### src/rtl/ramp_pkg.sv
// Shared constants for the ramp sequencer: default widths, step codes/values and FSM encodings.
package ramp_pkg;

  localparam int unsigned LVL_W_DEF = 12;
  localparam int unsigned DIV_W_DEF = 16;
  localparam int unsigned CYC_W_DEF = 8;

  localparam logic [1:0] STEP_ZERO    = 2'b00;
  localparam logic [1:0] STEP_ONE     = 2'b01;
  localparam logic [1:0] STEP_SIXTEEN = 2'b10;
  localparam logic [1:0] STEP_BIG     = 2'b11;

  localparam logic [LVL_W_DEF-1:0] STEP_VAL_ZERO    = 12'd0;
  localparam logic [LVL_W_DEF-1:0] STEP_VAL_ONE     = 12'd1;
  localparam logic [LVL_W_DEF-1:0] STEP_VAL_SIXTEEN = 12'd16;
  localparam logic [LVL_W_DEF-1:0] STEP_VAL_BIG     = 12'd1290;

  localparam logic [1:0] IDLE  = 2'd0;
  localparam logic [1:0] RUN   = 2'd1;
  localparam logic [1:0] CLEAR = 2'd2;

  function automatic logic [LVL_W_DEF-1:0] step_value(input logic [1:0] code);
    logic [LVL_W_DEF-1:0] val;
    unique case (code)
      STEP_ZERO:    val = STEP_VAL_ZERO;
      STEP_ONE:     val = STEP_VAL_ONE;
      STEP_SIXTEEN: val = STEP_VAL_SIXTEEN;
      default:      val = STEP_VAL_BIG;
    endcase
    return val;
  endfunction

endpackage

### src/rtl/ramp_prescaler.sv
// Rate divider: asserts tick once every div_i+1 un-held cycles.
module ramp_prescaler import ramp_pkg::*; #(
  parameter int unsigned DIV_W = DIV_W_DEF
) (
  input  logic             clk,
  input  logic             rst_n,
  input  logic             clear_i,
  input  logic             hold_i,
  input  logic [DIV_W-1:0] div_i,
  output logic             tick_o
);

  logic [DIV_W-1:0] cnt_q, cnt_d;
  logic             at_div;

  assign at_div = (cnt_q == div_i);
  assign tick_o = !clear_i && !hold_i && at_div;

  always_comb begin
    cnt_d = cnt_q;
    if (clear_i) begin
      cnt_d = '0;
    end else if (!hold_i) begin
      cnt_d = at_div ? '0 : cnt_q + DIV_W'(1);
    end
  end

  always_ff @(posedge clk or negedge rst_n) begin
    if (!rst_n) begin
      cnt_q <= '0;
    end else begin
      cnt_q <= cnt_d;
    end
  end

endmodule

### src/rtl/ramp_sequencer.sv
// Sequences the 12-bit ramp generator from 0 up to a programmed top without ever wrapping,
// optionally repeating, and counts completed ramps.
module ramp_sequencer import ramp_pkg::*; #(
  parameter int unsigned LVL_W = LVL_W_DEF,
  parameter int unsigned DIV_W = DIV_W_DEF,
  parameter int unsigned CYC_W = CYC_W_DEF
) (
  input  logic             clk,
  input  logic             rst_n,
  input  logic             start_i,
  input  logic             abort_i,
  input  logic             hold_i,
  input  logic [1:0]       step_sel_i,
  input  logic [DIV_W-1:0] rate_div_i,
  input  logic [LVL_W-1:0] top_i,
  input  logic             continuous_i,
  output logic [1:0]       y_o,
  output logic             ramp_enb_o,
  output logic             delta_o,
  output logic             busy_o,
  output logic             done_o,
  output logic             cfg_err_o,
  output logic [CYC_W-1:0] cycle_cnt_o,
  output logic [LVL_W-1:0] level_o
);

  logic [1:0]       state_q, state_d;
  logic [1:0]       y_q, y_d;
  logic             enb_q, enb_d;
  logic             delta_q, delta_d;
  logic             done_q, done_d;
  logic             cfg_err_q, cfg_err_d;
  logic [CYC_W-1:0] cnt_q, cnt_d;
  logic [LVL_W-1:0] level_q, level_d;

  // Shadow copy of the configuration, sampled only on an accepted start.
  logic [1:0]       step_q, step_d;
  logic [DIV_W-1:0] rate_q, rate_d;
  logic [LVL_W-1:0] top_q, top_d;
  logic             cont_q, cont_d;

  logic             tick;
  logic             presc_clear;
  logic [LVL_W-1:0] step_w;
  logic [LVL_W:0]   sum;
  logic             fits;
  logic [CYC_W-1:0] cnt_inc;

  assign presc_clear = (state_q != RUN) || abort_i;

  ramp_prescaler #(
    .DIV_W (DIV_W)
  ) u_prescaler (
    .clk     (clk),
    .rst_n   (rst_n),
    .clear_i (presc_clear),
    .hold_i  (hold_i),
    .div_i   (rate_q),
    .tick_o  (tick)
  );

  // One extra bit so that a step past the 12-bit range is detected instead of wrapping.
  assign step_w  = LVL_W'(step_value(step_q));
  assign sum     = {1'b0, level_q} + {1'b0, step_w};
  assign fits    = (sum <= {1'b0, top_q});
  assign cnt_inc = (cnt_q == {CYC_W{1'b1}}) ? cnt_q : cnt_q + CYC_W'(1);

  always_comb begin
    state_d   = state_q;
    y_d       = y_q;
    enb_d     = enb_q;
    delta_d   = 1'b0;
    done_d    = 1'b0;
    cfg_err_d = 1'b0;
    cnt_d     = cnt_q;
    level_d   = level_q;
    step_d    = step_q;
    rate_d    = rate_q;
    top_d     = top_q;
    cont_d    = cont_q;

    if (abort_i) begin
      state_d = IDLE;
      enb_d   = 1'b0;
      level_d = '0;
    end else begin
      case (state_q)
        IDLE: begin
          enb_d = 1'b0;
          if (start_i) begin
            if (step_sel_i == STEP_ZERO) begin
              cfg_err_d = 1'b1;
            end else begin
              step_d  = step_sel_i;
              rate_d  = rate_div_i;
              top_d   = top_i;
              cont_d  = continuous_i;
              cnt_d   = '0;
              level_d = '0;
              y_d     = step_sel_i;
              enb_d   = 1'b1;
              state_d = RUN;
            end
          end
        end
        RUN: begin
          if (tick) begin
            if (fits) begin
              delta_d = 1'b1;
              level_d = sum[LVL_W-1:0];
            end else begin
              // Ramp complete: drop enable so the generator clears, report it this cycle.
              state_d = CLEAR;
              enb_d   = 1'b0;
              done_d  = 1'b1;
              cnt_d   = cnt_inc;
              level_d = '0;
            end
          end
        end
        CLEAR: begin
          level_d = '0;
          if (cont_q) begin
            state_d = RUN;
            enb_d   = 1'b1;
          end else begin
            state_d = IDLE;
            enb_d   = 1'b0;
          end
        end
        default: begin
          state_d = IDLE;
          enb_d   = 1'b0;
          level_d = '0;
        end
      endcase
    end
  end

  always_ff @(posedge clk or negedge rst_n) begin
    if (!rst_n) begin
      state_q   <= IDLE;
      y_q       <= '0;
      enb_q     <= 1'b0;
      delta_q   <= 1'b0;
      done_q    <= 1'b0;
      cfg_err_q <= 1'b0;
      cnt_q     <= '0;
      level_q   <= '0;
      step_q    <= STEP_ZERO;
      rate_q    <= '0;
      top_q     <= '0;
      cont_q    <= 1'b0;
    end else begin
      state_q   <= state_d;
      y_q       <= y_d;
      enb_q     <= enb_d;
      delta_q   <= delta_d;
      done_q    <= done_d;
      cfg_err_q <= cfg_err_d;
      cnt_q     <= cnt_d;
      level_q   <= level_d;
      step_q    <= step_d;
      rate_q    <= rate_d;
      top_q     <= top_d;
      cont_q    <= cont_d;
    end
  end

  assign y_o         = y_q;
  assign ramp_enb_o  = enb_q;
  assign delta_o     = delta_q;
  assign busy_o      = (state_q != IDLE);
  assign done_o      = done_q;
  assign cfg_err_o   = cfg_err_q;
  assign cycle_cnt_o = cnt_q;
  assign level_o     = level_q;

endmodule

### config.mk
export PLATFORM = sky130hd
export DESIGN_NAME = ramp_sequencer
export DESIGN_NICKNAME = d
export VERILOG_FILES = /design/src/rtl/ramp_pkg.sv /design/src/rtl/ramp_prescaler.sv /design/src/rtl/ramp_sequencer.sv
export SDC_FILE = /design/constraint.sdc
export NUM_CORES = 1
export LEC_CHECK = 0
export ABC_AREA = 1
export ABC_CLOCK_PERIOD_IN_PS = 4800
export CAP_MARGIN = 0
export CORE_MARGIN = 2
export CORE_UTILIZATION = 55
export CTS_CLUSTER_DIAMETER = 50
export DETAILED_ROUTE_END_ITERATION = 7
export PLACE_DENSITY = 0.8
export SLEW_MARGIN = 40
export SYNTH_ARGS = -nofsm -noshare
export SYNTH_HDL_FRONTEND = slang
export SYNTH_SLANG_ARGS = --single-unit
### constraint.sdc
create_clock -name clk -period 4.8 [get_ports clk]
set_input_delay 0.96 -clock clk [delete_from_list [all_inputs] [get_ports clk]]
set_output_delay 0.96 -clock clk [all_outputs]
set_load 0.01 [all_outputs]
==> impl_results.md <==
* Nets@finish at 719
* # hold bufs at CTS at 0
* Most used cell, CP: nand2_1
* Worst Hold Class: register to register
* Critical path buffers and inverters at 2
* Later-pin clock latency in the skew report at 0.36 ns
* Fmax achieved at 311.1 MHz
* Via/cell ratio at 5.207
* Worst hold margin at 0.5072 ns
* Max Cap Violations at 0
* Syn_area_per_cell at 7.420 um2
* Total power at 1.663 mW
* Final period util at 66.97%
* Row count at 32
* CP max stage cell: dfrtp_1
* Leak Pwr at 2.784 nW
* Netlist cell types at 37
* Skew final at 0.01538 ns
* Fillers at 640
* Worst Slack Setup Final at 1.585 ns
* Mapped Cells at 600
* Placement Setup Slack at 1.630 ns
* Remaining Overflow, GRT at 0
* Reg area at 1827 um2
* Core Region at 7767 um2
* CTS tree: done
* Share of cells above drive strength 1 at 9.538%
* Synth Register Bits at 73
* Antenna violation net count after detailed routing at 0
* Syn nets at 653
* Synth warnings at 0
* WL/cell at 13.06 um
* N_diodes at 0
* Port bufs at 62
* Worst Max-Slew Pin Slew at 0.5372 ns
* Setup bufs post-CTS at 0
* TritonRoute pass-1 iters at 4
* Setup total negative slack at 0 ns
* Crit end category: register
* Die W at 93.97 um
* Overall Global Routing Usage at 24.93%
* Worst EP arrival at 3.46 ns
* CP cell instances: inv_1 > nor2_1 > ha_1 > inv_1 > o21bai_1 > nand2_1 > nand2_1 > nand3_1 > nand3_1 > nand2_1 > ha_1 > nand3_1 > nor3_1 > nand2_1 > nand2_1 > nand2_1 > nand2_4 > nand2_2 > nand2_4 > nand2_4 > nand2_1 > nand2_1
* Root Buffer: clkbuf_8
* Final Setup Violations at 0
* Slowest cell delay on critical path at 0.46 ns
* Min Tclk post-route at 3.215 ns
* I/O pin count at 63
* H-tree lvl count at 3
* Initial antenna violation count at 0
* Slew headroom at 64.19%
* Footprint of the multi-input gates at 2205 um2
* Pin count of the biggest net entering global routing at 47
* Die height at 93.97 um
* DRC errors left at 0
* Critical Path Start Type: register
* DRT iter0 DRCs at 147
* PostCTS Resize Cnt at 0
* VDD IR-drop max at 0.1902 mV
* Slew Viols, Final at 0
* First-pass GRT wire length at 17320 um
* Sequential share of the synthesized area at 41.03%
* Die area at 8829 um2
* Via count at 4025
* Post-detail-place hpwl at 7408 um
* Power Dens Cells at 307.0 nW/um2
* CP required at 5.04 ns
* Vias in the first global route at 3827
* Fin. Hold Viols at 0
* Util after Layout at 69.72%
* CTS max path bufs at 2
* Critical path type: register to register
* Cts bufs inserted at 9
* Total wire length at 10100 um
* CP Max Fanout at 9
* Layout area overhead at 21.64%
* GPL Wtd Cong at 0.9539
* Cell Area, Synth at 4452 um2
* Status: finished clean
* Initial core utilization at 57.31%
* Clock slew at reported path FFs at 0.08 ns
* Largest delay share family, worst path: simple AND/OR/NAND/NOR gates
* Clk sinks at 73
* RSZ-0062 raised after global routing: no
## through the flow
step / std cells / instance area, um2
final: 773 / 5415
after global placement: 757 / 5160
after global routing: 773 / 5415
after CTS: 773 / 5410
after detailed placement: 757 / 5162
after floorplan: 600 / 4452
## cell usage in the layout (no fill, tap or decap), types with 2 or more instances in the layout
| cell type | n |
|---|---|
| xor2_1 | 11 |
| o22ai_1 | 7 |
| o21ai_1 | 4 |
| nand2_2 | 10 |
| nand2_1 | 169 |
| ha_1 | 17 |
| o21ai_0 | 14 |
| clkdlybuf4s50_1 | 61 |
| inv_2 | 10 |
| a21oi_1 | 40 |
| nor2_1 | 57 |
| clkbuf_8 | 9 |
| nand2_4 | 8 |
| nand3_1 | 29 |
| mux2_1 | 2 |
| bufinv_16 | 3 |
| xnor2_1 | 3 |
| nand3b_1 | 2 |
| dfrtp_1 | 73 |
| inv_6 | 3 |
| nor3_1 | 13 |
| nor2_2 | 3 |
| nand4_1 | 7 |
| inv_1 | 90 |
| nand3_2 | 5 |
| nor2_4 | 4 |
| o211ai_1 | 2 |
| buf_4 | 3 |
## cells in the mapped netlist
| master | number | area (um2) |
|---|---|---|
| a31oi_1 | 1 | 6.260 |
| nor2_2 | 3 | 18.77 |
| and3_1 | 1 | 6.260 |
| xor2_1 | 11 | 96.34 |
| mux2_2 | 1 | 11.26 |
| o32ai_1 | 1 | 8.760 |
| o21bai_1 | 1 | 7.510 |
| nand4_1 | 7 | 43.79 |
| nor3_1 | 13 | 65.06 |
| dfrtp_1 | 73 | 1827 |
| nor2_8 | 1 | 20.02 |
| xnor2_1 | 3 | 26.28 |
| nand2_1 | 170 | 638.1 |
| nand3_1 | 29 | 145.1 |
| nor3b_1 | 1 | 7.510 |
| nand2_2 | 10 | 62.56 |
| nand3_4 | 1 | 17.52 |
| buf_6 | 2 | 22.52 |
| nor2_4 | 4 | 45.04 |
| o22ai_1 | 7 | 43.79 |
| o21ai_1 | 4 | 20.02 |
| o211ai_1 | 2 | 15.01 |
| o21ai_0 | 14 | 70.07 |
| nor4_1 | 1 | 6.260 |
| nand3b_1 | 2 | 15.01 |
| nand3_2 | 5 | 50.05 |
| inv_2 | 10 | 37.54 |
| a21oi_1 | 40 | 200.2 |
| nor2_1 | 57 | 214.0 |
| ha_1 | 17 | 212.7 |
| nand2_4 | 7 | 78.83 |
| clkbuf_1 | 4 | 15.01 |
| inv_1 | 90 | 337.8 |
| mux2_1 | 2 | 22.52 |
| nor3_2 | 1 | 10.01 |
| nor4_2 | 1 | 12.51 |
| buf_2 | 3 | 15.01 |
## power breakdown
part           switching [mW]  leakage [nW]  internal, mW
clock network           0.251         0.121         0.351
registers              0.0394         0.922         0.675
logic                   0.207          1.74         0.139
total                   0.498          2.78          1.16
## flip-flops by register name (all words and copies together), names as in the netlist, 2 cells and up
signal             count
rate_q                16
u_prescaler.cnt_q     16
level_o               12
top_q                 12
cycle_cnt_o            8
state_q                2
step_q                 2
## path summary, 6_finish.rpt
path | startpoint | to | slack (ns) | depth (start not counted)
min | top_q[0] | top_q[0] | 0.51 | 1
max reg2reg | step_q[1] | cycle_cnt_o[1] | 1.59 | 22
max | step_q[1] | cycle_cnt_o[1] | 1.59 | 22
min reg2reg | top_q[0] | top_q[0] | 0.51 | 1
min in group asynchronous | rst_n | rate_q[3] | 0.57 | 1
max in group asynchronous | rst_n | u_prescaler.cnt_q[15] | 3.40 | 2
## layout make-up
cell class / count / share of cell area [%]
inverters: 100 / 6.932
clock buffers: 9 / 2.287
repair buffers: 64 / 11.69
clock inverters: 7 / 2.287
flip-flops and latches: 73 / 33.73
well taps: 102 / 2.357
multi-input cells: 418 / 40.71
## kinds of logic after synthesis
kind of cell / after synthesis / synth area share [%]
muxes: 3 / 0.7588
DFF: 73 / 41.03
xor gates and xnor gates: 14 / 2.754
AOI/OAI and AO/OA: 70 / 8.347
and+or+nand+nor: 314 / 32.72
buffers and inverters: 109 / 9.612
adders and majority gates: 17 / 4.778
## layer usage
metal,global-route usage [%],up-vias,part of all wire (%)
met3,4.093,18,3.9
met5,0,-,0
met1,33.84,1868,47
met4,9.662,0,1.9
met2,40.06,113,47
li1,-,2026,-
Power figures use the tool's default switching activity.
